$ cat config.mk
export PLATFORM = sky130hd
export DESIGN_NAME = fa16_rev_ctrl
export DESIGN_NICKNAME = d
export VERILOG_FILES = /design/src/rtl/fa16_rev_pkg.sv /design/src/rtl/fa16_rail_chk.sv /design/src/rtl/fa16_rev_ctrl.sv
export SDC_FILE = /design/constraint.sdc
export NUM_CORES = 1
export LEC_CHECK = 0
export CAP_MARGIN = 40
export CORE_AREA = 3 3 136 138
export DETAILED_ROUTE_END_ITERATION = 8
export DIE_AREA = 0 0 139 141
export GPL_TIMING_DRIVEN = 0
export PLACE_DENSITY = 0.72
export SLEW_MARGIN = 40
export SYNTH_ARGS = -nofsm -noshare
export SYNTH_HDL_FRONTEND = slang
export SYNTH_HIERARCHICAL = 1
export SYNTH_SLANG_ARGS = --single-unit
export TNS_END_PERCENT = 20
$ cat constraint.sdc
create_clock -name clk -period 8.9 [get_ports clk]
set_input_delay 1.335 -clock clk [delete_from_list [all_inputs] [get_ports clk]]
set_output_delay 1.335 -clock clk [all_outputs]
set_load 0.005 [all_outputs]
$ cat src/rtl/fa16_rev_pkg.sv
// Shared types and constants for the fa16 reversible-macro controller.
// Result bundle positions mirror the operand bundle (s/a, a_b/b, c0_b/c0, c15/z).
package fa16_rev_pkg;

   localparam int unsigned SETTLE_CYC_DEF = 4;

   localparam int unsigned A_LSB  = 0;
   localparam int unsigned B_LSB  = A_LSB + 16;
   localparam int unsigned C0_BIT = B_LSB + 16;
   localparam int unsigned Z_BIT  = C0_BIT + 1;
   localparam int unsigned OPW    = Z_BIT + 1;

   typedef enum logic [2:0] {
      ST_IDLE,
      ST_FWD,
      ST_RESP,
      ST_TURN,
      ST_BWD
   } state_t;

endpackage

$ cat src/rtl/fa16_rail_chk.sv
// Combinational dual-rail checker: flags any bit whose complement rail
// does not carry the inverse of its true rail.
module fa16_rail_chk
   import fa16_rev_pkg::*;
(
   input  logic [OPW-1:0] rail_t,
   input  logic [OPW-1:0] rail_f,
   output logic           rail_err
);

   always_comb begin
      rail_err = |(rail_t ~^ rail_f);
   end

endmodule

$ cat src/rtl/fa16_rev_ctrl.sv
// Controller sequencing a reversible 16-bit macro: forward evaluation,
// response handshake and an optional backward (uncompute) pass.
module fa16_rev_ctrl
   import fa16_rev_pkg::*;
#(
   parameter int unsigned SETTLE_CYC = SETTLE_CYC_DEF
) (
   input  logic           clk,
   input  logic           rst_n,
   input  logic           req_valid,
   output logic           req_ready,
   input  logic [OPW-1:0] req_data,
   input  logic           req_uncomp,
   output logic           rsp_valid,
   input  logic           rsp_ready,
   output logic [OPW-1:0] rsp_data,
   output logic           rsp_err,
   output logic           unc_done,
   output logic           unc_ok,
   output logic           dir,
   output logic [OPW-1:0] fside_o,
   output logic [OPW-1:0] fside_not_o,
   output logic           fside_oe,
   input  logic [OPW-1:0] fside_i,
   input  logic [OPW-1:0] fside_not_i,
   output logic [OPW-1:0] rside_o,
   output logic [OPW-1:0] rside_not_o,
   output logic           rside_oe,
   input  logic [OPW-1:0] rside_i,
   input  logic [OPW-1:0] rside_not_i
);

   localparam logic [7:0] CNT_LOAD = 8'(SETTLE_CYC - 1);

   state_t         state_q, state_d;
   logic [7:0]     cnt_q;
   logic [OPW-1:0] op_q, res_q;
   logic           unc_q, err_q, done_q, ok_q;
   logic           cnt_zero, chk_err;
   logic [OPW-1:0] chk_t, chk_f;

   assign cnt_zero = (cnt_q == '0);

   // One checker serves both directions: the sampled side follows dir.
   assign chk_t = (state_q == ST_BWD) ? fside_i     : rside_i;
   assign chk_f = (state_q == ST_BWD) ? fside_not_i : rside_not_i;

   fa16_rail_chk u_rail_chk (
      .rail_t   (chk_t),
      .rail_f   (chk_f),
      .rail_err (chk_err)
   );

   always_ff @(posedge clk or negedge rst_n) begin
      if (!rst_n) state_q <= ST_IDLE;
      else        state_q <= state_d;
   end

   always_comb begin
      state_d     = state_q;
      req_ready   = 1'b0;
      rsp_valid   = 1'b0;
      dir         = 1'b0;
      fside_oe    = 1'b0;
      rside_oe    = 1'b0;
      fside_o     = '0;
      fside_not_o = '0;
      rside_o     = '0;
      rside_not_o = '0;
      case (state_q)
         ST_IDLE: begin
            req_ready = 1'b1;
            if (req_valid) state_d = ST_FWD;
         end
         ST_FWD: begin
            fside_oe    = 1'b1;
            fside_o     = op_q;
            fside_not_o = ~op_q;
            if (cnt_zero) state_d = ST_RESP;
         end
         ST_RESP: begin
            rsp_valid = 1'b1;
            if (rsp_ready) state_d = unc_q ? ST_TURN : ST_IDLE;
         end
         ST_TURN: begin
            dir     = 1'b1;
            state_d = ST_BWD;
         end
         ST_BWD: begin
            dir         = 1'b1;
            rside_oe    = 1'b1;
            rside_o     = res_q;
            rside_not_o = ~res_q;
            if (cnt_zero) state_d = ST_IDLE;
         end
         default: state_d = ST_IDLE;
      endcase
   end

   always_ff @(posedge clk or negedge rst_n) begin
      if (!rst_n) begin
         cnt_q  <= '0;
         op_q   <= '0;
         res_q  <= '0;
         unc_q  <= 1'b0;
         err_q  <= 1'b0;
         done_q <= 1'b0;
         ok_q   <= 1'b0;
      end else begin
         done_q <= 1'b0;
         ok_q   <= 1'b0;
         case (state_q)
            ST_IDLE: begin
               if (req_valid) begin
                  op_q  <= req_data;
                  unc_q <= req_uncomp;
                  err_q <= 1'b0;
                  cnt_q <= CNT_LOAD;
               end
            end
            ST_FWD: begin
               if (cnt_zero) begin
                  res_q <= rside_i;
                  err_q <= chk_err;
               end else begin
                  cnt_q <= cnt_q - 8'd1;
               end
            end
            ST_TURN: cnt_q <= CNT_LOAD;
            ST_BWD: begin
               if (cnt_zero) begin
                  done_q <= 1'b1;
                  ok_q   <= ~chk_err & (fside_i == op_q);
               end else begin
                  cnt_q <= cnt_q - 8'd1;
               end
            end
            default: ;
         endcase
      end
   end

   assign rsp_data = res_q;
   assign rsp_err  = err_q;
   assign unc_done = done_q;
   assign unc_ok   = ok_q;

endmodule
==> metrics.txt <==
Post-Place Setup Slack=4530 ps; Area Overhead vs Synth=73.0%; outcome=finished, final reports clean; die area=19,600 um^2; final cell count without fillers=1,286; Clock Latency Late Sink=340 ps; num rows=48; Top delay family on crit path=buffers and inverters; Remaining Overflow, GRT=0; clk slew on worst S/H paths=70 ps; Setup TNS Final=0 ps; Synth cell types=46; Final Wtd Congestion=0.883; Crit Path Max Fanout=10; commonest non-fill, non-tap cell in the layout=clkdlybuf4s50_1; critical path class=register to output pin; fin util=56.8%; Antenna Nets Post-Route=0; post-cts gate resize count=0; Initial Utilization=32.8%; setup bufs post-CTS=0; Crit path top cell by count=clkbuf_1; total CTS buffers=9; DP HPWL=21.5 mm; mean area per synthesized cell=8.21 um^2; asr flop ratio synth=100%; htree depth=3; Post-synth EDFFs=0; Max Root-Sink Buffers=2; top cells by area, synth=dfrtp_1 (37%), nand2_1 (14%), xor2_1 (10%), mux2_2 (7.9%), and2_1 (7.7%); Hold Vio Cnt, Final=0; Worst EP arrival=3170 ps; IO Pins=353; die height=141 um; combinational share of power=57.4%; Routed WL=26.2 mm; RSZ-0062 raised after global routing=false; max_cap viols=0; Post-Syn Instances=692; worst setup margin=4400 ps; Clock Power Share=14.6%; synthesis-stage register bit count=83; CTS root buf=clkbuf_16; switch share=37.2%; PortBufs=352; Worst setup EP type=output pin; Vias=6,254; DR DRC count=0; average routed wire per standard cell=20.4 um; Synth Flop Type=dfrtp_1; cts hold-fix bufs=0; CTS tree=built; most frequent cells in the layout=clkdlybuf4s50_1 (351), nand2_1 (207), dfrtp_1 (83); share of total power in sequential cells=28.0%; Hold Crit Class=register to register; fmax=222 MHz; share of cells above drive strength 1=7.45%; Post-Syn Nets=869; Critical Path RT=7570 ps; DRT Pass-1 Iters=5; Pleak=4.32 nW; Cell Chain, Critical Path=buf_2 -> or3b_1 -> clkbuf_1 -> clkbuf_1 -> clkbuf_1 -> nor2_1 -> clkdlybuf4s50_1; CP max stage cell=clkbuf_1; # diodes=0; Die Width=139 um; setup violators final=0; post-synth top area share=36.6%; internal power=0.00174 W; total power=0.00277 W; DRT iter0 DRCs=447; CP Launch Type=register; largest net degree at the start of global routing=47; Slew headroom=56.2%; Via density=4.86; Buf/Inv on CP=5; total global routing track utilization=25.8%; dominant cell type by area after synthesis=dfrtp_1; Seq/Total Area, Yosys=36.6%; worst-margin pin slew=656 ps; slowest stage delay, CP=570 ps; Placed Instances=1,270; area of the core=17,300 um^2; Final Slew Violations=0; YS warnings=6; Filler cells=1,629; Psw=0.00103 W; Final Cycle Share=50.6%; antenna violations before repair=0; maximum vdd ir drop=0.000211 V; final net count=1,233; power density cells=282 nW/um^2; Final Critical Period=4500 ps; vias in the first global route=6,478; clk_skew=7.12 ps; Sink Count=83; first-pass GRT wire length=38.7 mm; synthesized cell area=5680 um^2
routing by layer:
metal	vias to the layer above	global-route usage, %	wire [um]
li1	2968	-	-
met1	2975	32.1	10900
met2	282	45.1	13000
met3	29	5.94	1750
met4	0	7.31	569
met5	-	0	0
worst paths after layout:
| kind | from | to | slack, ps | depth (start not counted) |
|---|---|---|---|---|
| max | state_q[2] | rside_not_o[14] | 4400 | 7 |
| min | cnt_q[5] | cnt_q[5] | 510 | 1 |
| max reg2reg | state_q[2] | unc_ok | 4480 | 14 |
| min reg2reg | cnt_q[5] | cnt_q[5] | 510 | 1 |
| max in group asynchronous | rst_n | rsp_data[20] | 7430 | 2 |
| min in group asynchronous | rst_n | rsp_err | 900 | 1 |
power groups by stage:
stage          Clock, W  Combinational (W)  Sequential, W
2_1_floorplan         0           0.000692       0.000706
4_1_cts        0.000405            0.00161       0.000775
3_3_place_gp          0            0.00158       0.000774
3_5_place_dp          0            0.00160       0.000781
6_report       0.000403            0.00159       0.000776
5_1_grt        0.000424            0.00172       0.000804
per-stage QoR:
step                      cell area, um^2  hold slack, ps
after floorplan                      5680             467
after global placement               9490             489
after detailed placement             9520             492
after CTS                            9830             503
after global routing                 9830             535
final                                9830             510
Yosys cell counts (2+ instances only):
cell type  count
xnor2_1        4
clkbuf_1      23
ha_1           2
a31oi_1        2
xor2_1        65
nor4_1        11
inv_1          6
nor3_1         8
buf_1          2
a211o_1        2
and2_1        70
a21o_1         2
buf_8          2
mux2_1        29
dfrtp_1       83
o31ai_1        2
nor2_1        72
a21oi_1        3
nand4_1       10
nand2_1      207
nand3_1        4
nand2b_1       2
nand3b_1       2
buf_2         11
mux2_2        40
o21ai_0        7
o211ai_1       2
registers in the layout, summed over array words and instances, names as in the netlist:
name      cells
op_q         34
rsp_data     34
cnt_q         8
state_q       3
rsp_err       1
unc_done      1
unc_ok        1
unc_q         1
cell type report:
type	instances	area [um^2]	area share, %
Timing Repair Buffer	353	3550	36.1
Multi-Input combinational cell	563	3390	34.5
Sequential cell	83	2080	21.1
Tap cell	225	282	2.86
Clock buffer	11	253	2.57
Buffer	39	190	1.93
Clock inverter	5	61.3	0.624
Inverter	7	26.3	0.267
cells by family (layout without fill, tap and decap cells):
family | count (synthesis) | after routing | synth area share [%]
multiplexers | 69 | 69 | 13.7
XOR/XNOR | 69 | 69 | 10.6
adder cells (fa/ha/maj) | 2 | 2 | 0.440
buffers and inverters | 46 | 415 | 3.81
AND/OR/NAND/NOR | 398 | 398 | 32.0
flip-flops | 83 | 83 | 36.6
AO/OA/AOI/OAI | 25 | 25 | 2.88
No activity file was read; power rests on OpenSTA's default activity.
